File: src/rtl/bus_drvr_port_fifo.sv
// Per-driver TX/RX port queues between a processing element and one bus driver slot.
// Both queues are circular buffers with first-word fall-through heads and registered status.
module bus_drvr_port_fifo #(
  parameter int         bits      = 32,
  parameter int         depth     = 8,
  parameter logic [7:0] id        = 8'h00,
  parameter logic [7:0] broadcast = 8'hFF
) (
  input  logic                       clk,
  input  logic                       reset,
  input  logic                       tx_push,
  input  logic [bits-1:0]            tx_data,
  output logic                       tx_full,
  output logic                       tx_ovf,
  output logic                       pndng,
  output logic [bits-1:0]            D_pop,
  input  logic                       pop,
  input  logic                       push,
  input  logic [bits-1:0]            D_push,
  output logic                       rx_valid,
  output logic [bits-1:0]            rx_data,
  input  logic                       rx_pop,
  output logic                       rx_drop,
  output logic [$clog2(depth+1)-1:0] tx_count,
  output logic [$clog2(depth+1)-1:0] rx_count
);

  localparam int PW = $clog2(depth);
  localparam int CW = $clog2(depth+1);
  localparam logic [CW-1:0] FULL_CNT = CW'(depth);

  // Handshake: a head word is offered while pndng/rx_valid is high and is consumed
  // on a rising edge where pop/rx_pop is also high; pop on an empty queue is a no-op.
  // A write into a full queue succeeds only when a read frees a slot on the same edge.

  // ---------------- TX queue ----------------
  logic [bits-1:0] r_tx_mem [depth];
  logic [PW-1:0]   r_tx_rd;
  logic [PW-1:0]   r_tx_wr;
  logic [CW-1:0]   r_tx_cnt;
  logic            r_tx_ovf;
  logic            w_tx_full;
  logic            w_tx_empty;
  logic            w_tx_rd_en;
  logic            w_tx_wr_en;

  assign w_tx_full  = (r_tx_cnt == FULL_CNT);
  assign w_tx_empty = (r_tx_cnt == '0);
  assign w_tx_rd_en = pop && !w_tx_empty;
  assign w_tx_wr_en = tx_push && (!w_tx_full || w_tx_rd_en);

  always_ff @(posedge clk or negedge reset) begin
    if (!reset) begin
      for (int i = 0; i < depth; i++) r_tx_mem[i] <= '0;
      r_tx_rd  <= '0;
      r_tx_wr  <= '0;
      r_tx_cnt <= '0;
      r_tx_ovf <= 1'b0;
    end else begin
      if (w_tx_wr_en) begin
        r_tx_mem[r_tx_wr] <= tx_data;
        r_tx_wr           <= r_tx_wr + PW'(1);
      end
      if (w_tx_rd_en) r_tx_rd <= r_tx_rd + PW'(1);
      case ({w_tx_wr_en, w_tx_rd_en})
        2'b10:   r_tx_cnt <= r_tx_cnt + CW'(1);
        2'b01:   r_tx_cnt <= r_tx_cnt - CW'(1);
        default: r_tx_cnt <= r_tx_cnt;
      endcase
      r_tx_ovf <= tx_push && !w_tx_wr_en;
    end
  end

  assign tx_full  = w_tx_full;
  assign tx_ovf   = r_tx_ovf;
  assign pndng    = !w_tx_empty;
  assign D_pop    = r_tx_mem[r_tx_rd];
  assign tx_count = r_tx_cnt;

  // ---------------- RX queue ----------------
  logic [bits-1:0] r_rx_mem [depth];
  logic [PW-1:0]   r_rx_rd;
  logic [PW-1:0]   r_rx_wr;
  logic [CW-1:0]   r_rx_cnt;
  logic            r_rx_drop;
  logic [7:0]      w_rx_dst;
  logic            w_rx_match;
  logic            w_rx_full;
  logic            w_rx_empty;
  logic            w_rx_rd_en;
  logic            w_rx_wr_en;

  // Words for other drivers are discarded here and never count as drops.
  assign w_rx_dst   = D_push[bits-1 -: 8];
  assign w_rx_match = push && ((w_rx_dst == id) || (w_rx_dst == broadcast));
  assign w_rx_full  = (r_rx_cnt == FULL_CNT);
  assign w_rx_empty = (r_rx_cnt == '0);
  assign w_rx_rd_en = rx_pop && !w_rx_empty;
  assign w_rx_wr_en = w_rx_match && (!w_rx_full || w_rx_rd_en);

  always_ff @(posedge clk or negedge reset) begin
    if (!reset) begin
      for (int i = 0; i < depth; i++) r_rx_mem[i] <= '0;
      r_rx_rd   <= '0;
      r_rx_wr   <= '0;
      r_rx_cnt  <= '0;
      r_rx_drop <= 1'b0;
    end else begin
      if (w_rx_wr_en) begin
        r_rx_mem[r_rx_wr] <= D_push;
        r_rx_wr           <= r_rx_wr + PW'(1);
      end
      if (w_rx_rd_en) r_rx_rd <= r_rx_rd + PW'(1);
      case ({w_rx_wr_en, w_rx_rd_en})
        2'b10:   r_rx_cnt <= r_rx_cnt + CW'(1);
        2'b01:   r_rx_cnt <= r_rx_cnt - CW'(1);
        default: r_rx_cnt <= r_rx_cnt;
      endcase
      r_rx_drop <= w_rx_match && !w_rx_wr_en;
    end
  end

  assign rx_valid = !w_rx_empty;
  assign rx_data  = r_rx_mem[r_rx_rd];
  assign rx_drop  = r_rx_drop;
  assign rx_count = r_rx_cnt;

endmodule

File: config.mk
export PLATFORM = sky130hd
export DESIGN_NAME = bus_drvr_port_fifo
export DESIGN_NICKNAME = d
export VERILOG_FILES = /design/src/rtl/bus_drvr_port_fifo.sv
export SDC_FILE = /design/constraint.sdc
export NUM_CORES = 1
export LEC_CHECK = 0
export CAP_MARGIN = 15
export CORE_MARGIN = 2
export CORE_UTILIZATION = 60
export DETAILED_ROUTE_END_ITERATION = 7
export HOLD_SLACK_MARGIN = 0.02
export PLACE_DENSITY = 0.8
export SYNTH_ARGS = -nofsm -noshare
export SYNTH_HDL_FRONTEND = slang
export SYNTH_SLANG_ARGS = --single-unit
File: constraint.sdc
create_clock -name clk -period 3 [get_ports clk]
set_clock_uncertainty 0.15 [all_clocks]
set_input_delay 0.6 -clock clk [delete_from_list [all_inputs] [get_ports clk]]
set_output_delay 0.6 -clock clk [all_outputs]
set_load 0.05 [all_outputs]
-- Yosys cells after proc, flatten, opt, wreduce, memory -nomap -nowiden
Cells that the tools add are included.
- memory bits (read-only): 0
- latch bits: 0
- memories: 0
- bits in registers: 534
- word-level logic and storage cells: 86
- output and inout port bits: 77
- input bits: 70
- RAM bits: 0
- eq/ne operators: 7
- magnitude comparators: 6
- divide/modulo/power cells: 0
- bitwise gates (word level): 4
- muxes and demuxes: 14
- shift operators: 0
- $mul: 0
- reductions and logical operators: 23
- add/sub/neg operators: 8
- operators by type and width (operator ; count):
    bitwise mux 256 bit ; 2
    binary-select mux 32 bit (select 3 bit) ; 2
    demux 32 bit (select 3 bit) ; 2
    two-way mux 32 bit ; 6
    greater-or-equal comparator 4 bit, second input constant ; 4
    NOT 3 -> 4 bit ; 4
    case mux 4 bit (2 select lines) ; 2
    adder 3 x 1 -> 3 bit, second input constant ; 4
    logical AND 1 bit ; 9
    adder 4 x 1 -> 4 bit, second input constant ; 2
    == test 4 bit, second input constant ; 2
    == test 8 bit, second input constant ; 1
    logical NOT 4 bit ; 2
    logical NOT 8 bit ; 1
    less-than comparator 4 x 1 -> 1 bit, second input constant ; 2
    subtractor 4 x 1 -> 4 bit, second input constant ; 2
    logical NOT 1 bit ; 6
    == test 2 x 1 -> 1 bit, second input constant ; 2
    == test 2 bit, second input constant ; 2
    nonzero test 2 bit ; 2
    logical OR 1 bit ; 3

-- Longest topological paths before layout
- word-level depth: 7
- mapped depth: 10
- mapped depth without buffers: 10

-- Least setup slack after synthesis
Ideal clock, no wire load.
- kind: register to register
- from: register r_tx_cnt[0], in the netlist tx_count[0]
- to: register r_tx_cnt[3], in the netlist tx_count[3]
- data required time: 2.734 ns
- data arrival time: 4.039 ns
- setup time: 0.116 ns
- period minus slack after synthesis: 4.305 ns
- setup slack: -1.305 ns
- stages on the path, launching flop included: 10
- cells stage by stage: dfrtp_1 nor4b_1 nand2b_1 buf_2 nand2_1 ha_1 ha_1 a21oi_1 o21ai_0 o311ai_0
- elaborated cells on any way between the ends: 13
- RTL lines (item ; RTL line ; source):
    from (decl) ; 40 ; logic [CW-1:0] r_tx_cnt;
    from (signal assigned) ; 66 ; 2'b10: r_tx_cnt <= r_tx_cnt + CW'(1);
    from (signal assigned) ; 67 ; 2'b01: r_tx_cnt <= r_tx_cnt - CW'(1);
    from (signal assigned) ; 68 ; default: r_tx_cnt <= r_tx_cnt;
    == test 4 bit * ; 47 ; assign w_tx_full = (r_tx_cnt == FULL_CNT);
    via tx_full ; 13 ; output logic tx_full,
    logical NOT 1 bit * ; 50 ; assign w_tx_wr_en = tx_push && (!w_tx_full || w_tx_rd_en);
    logical OR 1 bit * ; 50 ;
    logical AND 1 bit * ; 50 ;
    == test 2 x 1 -> 1 bit or == test 2 bit (tied branches) ; 65 ; case ({w_tx_wr_en, w_tx_rd_en})
    case mux 4 bit (2 select lines) or nonzero test 2 bit (tied branches) ; -- ;
Mark *: on every way through the listed nets, which the timed path passes. The rest lies on a longest branch.
A chain may end at the register's enable or synchronous reset.

-- Worst setup path after layout
- from: register r_rx_rd[0]
- to: output rx_data[29]
- word-level cells in the longest chain between the ends: 4
- RTL lines (item ; RTL line ; source):
    from (decl) ; 82 ; logic [PW-1:0] r_rx_rd;
    from (signal assigned) ; 113 ; if (w_rx_rd_en) r_rx_rd <= r_rx_rd + PW'(1);
    NOT 3 -> 4 bit (not written as such) ; 124 ; assign rx_data = r_rx_mem[r_rx_rd];
    binary-select mux 32 bit (select 3 bit) ; 124 ;
    two-way mux 32 bit (not written as such) (2 in a row) ; 124 ;
    to (decl) ; 21 ; output logic [bits-1:0] rx_data,
Every way passes these cells. The select of a mux whose other input is x is not followed.

==> results by group <==
Route
  – Final WL: between 50 and 60 mm
  – Routed Antenna Nets: 0
  – Via density: 6.13
  – Drt drc: 0
  – Iteration-0 DRC Markers: slightly above 700
  – First-pass detailed-route iteration total: 5
  – Vias: about 14,000
  – Wirelength per Cell: between 20 and 25 µm

Setup path
  – Startpoint types: register
  – Worst path max stage delay: ~520 ps
  – Setup crit end: rx_data[29]
  – Critical R2R Launch: tx_count[0]$_DFFE_PN0P_
  – Critical Path RT: around 2300 ps
  – Worst r2r path cells: 8
  – Worst Setup Path Type: register to primary output
  – Critical-path cell list: buf_12, buf_8, mux4_2, mux2_4, buf_6
  – CP arrival: between 2000 and 2500 ps
  – R2r setup slk: 300 ps
  – Source of the critical timing path: r_rx_rd[0]$_DFFE_PN0P_
  – Worst R2R End: tx_count[3]$_DFFE_PN0P_
  – Max FO, Critical Path: 6
  – Slowest CP cell: mux4_2
  – CP Capture Type: primary output

Synthesis
  – Post-synthesis adder-cell area fraction: less than 1%
  – Post-Syn Nets: roughly 1,500
  – Synthesis Warnings: 0
  – Mapped cell area: about 0.024 mm²
  – Post-Synthesis Cells: 1,450
  – Mux contribution to synthesized area: roughly two fifths
  – Main combinational cell family by area after synthesis: multiplexers
  – Post-synthesis simple-gate area fraction: between 1 and 1.5%
  – Post-synth ARST share: 100%
  – Synthesized flop and latch total: between 500 and 600
  – Sequential element share of the synthesized area: a little under three fifths
  – Mean Syn Cell Area: 16.7 µm²
  – Synth cell types: 44
  – Primary FF master, synth: dfrtp_1
  – Synth Area in XOR/XNOR: less than 1%
  – Post-synth EDFFs: 0
  – Compound-cell area share of the yosys netlist: between 1 and 1.5%

Global route
  – Vias in the first global route: approximately 15,000
  – First-pass GRT wire length: roughly 86 mm
  – Largest net degree at the start of global routing: 74
  – Congestion Overflow GR: 0
  – All-Layer GR Usage: between 20% and 30%
  – Initial antenna violation count: 2

Clock tree
  – Clock sinks: 534
  – Clock latency on the worst-skew pair: 600 ps
  – Reg clk slew, reported paths: roughly 60 ps
  – CTS root buffer: clkbuf_16
  – Clk buf depth: 3
  – CTS H-tree lvls: 2
  – Inserted Clock Buffers: 55
  – CTS tree: built

Die
  – Die area: between 0.04 and 0.05 mm²
  – IO Count: between 100 and 150
  – Initial Util: approximately 61%
  – Core Box Area: 0.0398 mm²
  – Die height: 205 µm
  – Num rows: between 70 and 80
  – Die outline width: approximately 200 µm

Power
  – Net switching power figure: 0.0101 W
  – Sw frac: 34.0%
  – Clock power frac: between 20% and 30%
  – VDD IR max: roughly 0.0013 V
  – Internal Power: 0.0196 W
  – Pwr dens: 1010 mW/mm²
  – Combinational power share: a little over two fifths
  – Sequential power share: between 30% and 40%
  – Pleak: ~14 nW

STA
  – Crit share post-route: 104%
  – Max_slew headroom: 56.7%
  – Fmax: around 320 MHz
  – Slew @ Worst Pin: about 650 ps
  – Final worst setup slack: -110 ps
  – Minimum clock period: 3110 ps
  – Slew Limit Fails: 0
  – RSZ-0062 raised after global routing: true
  – Count of final setup violators: 64
  – Hold Vio Cnt, Final: 0

Placement
  – Dpl cells: ~2,100
  – GPL Wtd Cong: roughly 0.8
  – DP HPWL: roughly 32 mm
  – PortBufs: 146
  – Place WS: -154 ps

Cells and area
  – Layout cell share with drive strength beyond 1: a little over two fifths
  – P&R area growth vs syn: 21.5%
  – Fill count: approximately 2,400
  – Non-filler cells, final: ~2,200
  – Most frequent cells in the layout: 524 x dfrtp_1, 285 x mux2_2, 237 x mux2_1, 128 x mux4_2, 77 x clkdlybuf4s50_1
  – Nets: 1,743
  – Commonest non-fill, non-tap cell in the layout: dfrtp_1
  – Final Util: 73.9%

Outcome
  – Status: complete, but fails checks
  – Failing checks: negative setup slack

Worst hold path
  – Type of the worst min-delay path: register to register

Flow run
  – Maxcap violations: 0
critical path, delay by kind of cell, from the launching register on:
family | cells | cell delay (ps)
muxes | 2 | 840
buffers and inverters | 3 | 460
DFF | 1 | 460
sequential cells by signal, summed over array words and instances (netlist names):
register,flops
r_rx_mem,256
r_tx_mem,256
rx_count,4
tx_count,4
r_rx_rd,3
r_rx_wr,3
r_tx_rd,3
r_tx_wr,3
rx_drop,1
tx_ovf,1
synthesized netlist by cell type, types with 2 or more instances:
| master | instances | area share, % |
|---|---|---|
| dfrtp_1 | 534 | 55 |
| mux2_2 | 344 | 16 |
| mux2_1 | 237 | 11 |
| mux4_2 | 128 | 12 |
| buf_2 | 42 | 0.87 |
| clkbuf_1 | 31 | 0.48 |
| buf_6 | 15 | 0.70 |
| ha_1 | 10 | 0.52 |
| xnor2_1 | 10 | 0.36 |
| nand2_1 | 8 | 0.12 |
| inv_1 | 7 | 0.11 |
| nand2b_1 | 7 | 0.18 |
| nand3_1 | 7 | 0.14 |
| nand4_1 | 6 | 0.16 |
| a2111oi_4 | 5 | 0.57 |
| nor2_1 | 5 | 0.078 |
| xor2_1 | 5 | 0.18 |
| buf_4 | 4 | 0.12 |
| o21ai_0 | 4 | 0.083 |
| a2111oi_0 | 3 | 0.11 |
| a21oi_1 | 3 | 0.062 |
| buf_1 | 3 | 0.046 |
| nor2b_1 | 3 | 0.078 |
| nor3_1 | 3 | 0.062 |
| o21ai_1 | 3 | 0.062 |
| and2_1 | 2 | 0.052 |
| nor4_1 | 2 | 0.052 |
| nor4_2 | 2 | 0.10 |
| nor4b_1 | 2 | 0.072 |
cells by family (layout without fill, tap and decap cells):
logic type,count (synthesis),in the layout
mux,710,710
fa+ha+maj,11,11
other cells,0,1
simple gates,55,55
buf+inv,102,355
compound gates,23,23
flops,534,534
xor+xnor,15,15
final cells by class:
type,count,area [µm²],share of cell area (%)
sequential,534,13400,45.5
inverter,7,26.3,0.0893
multi-input combinational,814,10600,36.0
timing repair buffer,250,3050,10.4
clock buffer,84,1590,5.39
antenna,1,2.50,0.00851
tap,525,657,2.23
clock inverter,14,119,0.404
through the flow:
stage / area, µm² / power, W / TNS [ps] / hold WS [ps]
detailed placement: 26700 / 0.0215 / -13780 / 319
global route: 29400 / 0.0311 / -8230 / 340
finish: 29400 / 0.0297 / -3850 / 331
floorplan: 24300 / 0.0181 / 0 / 154
global placement: 26700 / 0.0211 / -1130 / 312
CTS: 29200 / 0.0295 / -5730 / 332
worst min-delay path by stage:
| stage | startpoint | to | slack [ps] | depth (start not counted) |
|---|---|---|---|---|
| after CTS | r_rx_mem[161]$_DFFE_PN0P_ | r_rx_mem[161]$_DFFE_PN0P_ | 330 | 1 |
| final | r_rx_mem[158]$_DFFE_PN0P_ | r_rx_mem[158]$_DFFE_PN0P_ | 330 | 1 |
| after floorplan | reset | r_rx_mem[0]$_DFFE_PN0P_ | 150 | 0 |
| after global placement | r_rx_mem[43]$_DFFE_PN0P_ | r_rx_mem[43]$_DFFE_PN0P_ | 310 | 1 |
| after detailed placement | r_rx_mem[161]$_DFFE_PN0P_ | r_rx_mem[161]$_DFFE_PN0P_ | 320 | 1 |
| after global routing | r_rx_mem[51]$_DFFE_PN0P_ | r_rx_mem[51]$_DFFE_PN0P_ | 340 | 1 |
timing repair:
action / CTS / global route
cloned: 6 / 2
hold endpoints to repair: 58 / 0
hold buffers: 1 / 0
endpoints found under the setup margin: 67 / 64
setup buffers: 12 / 0
gates resized for setup: 145 / 36
layer usage:
metal  share of wire (%)  up-vias  global-route usage, %  routed length [µm]
li1                    -     5898                      -                   -
met1                  43     7420                   36.6               22900
met2                  51      239                   43.7               26800
met3                 3.9       95                   4.84                2070
met4                 2.3        2                   7.66                1210
met5               0.025        -                      0                  13
power groups by stage:
stage                     clock network [W]  registers (W)  logic, W
after floorplan                           0         0.0101   0.00801
after global placement                    0         0.0104    0.0107
after detailed placement                  0         0.0106    0.0109
after CTS                           0.00664         0.0104    0.0125
after global routing                0.00694         0.0106    0.0135
final                               0.00650         0.0104    0.0128
Power figures use the tool's default switching activity.
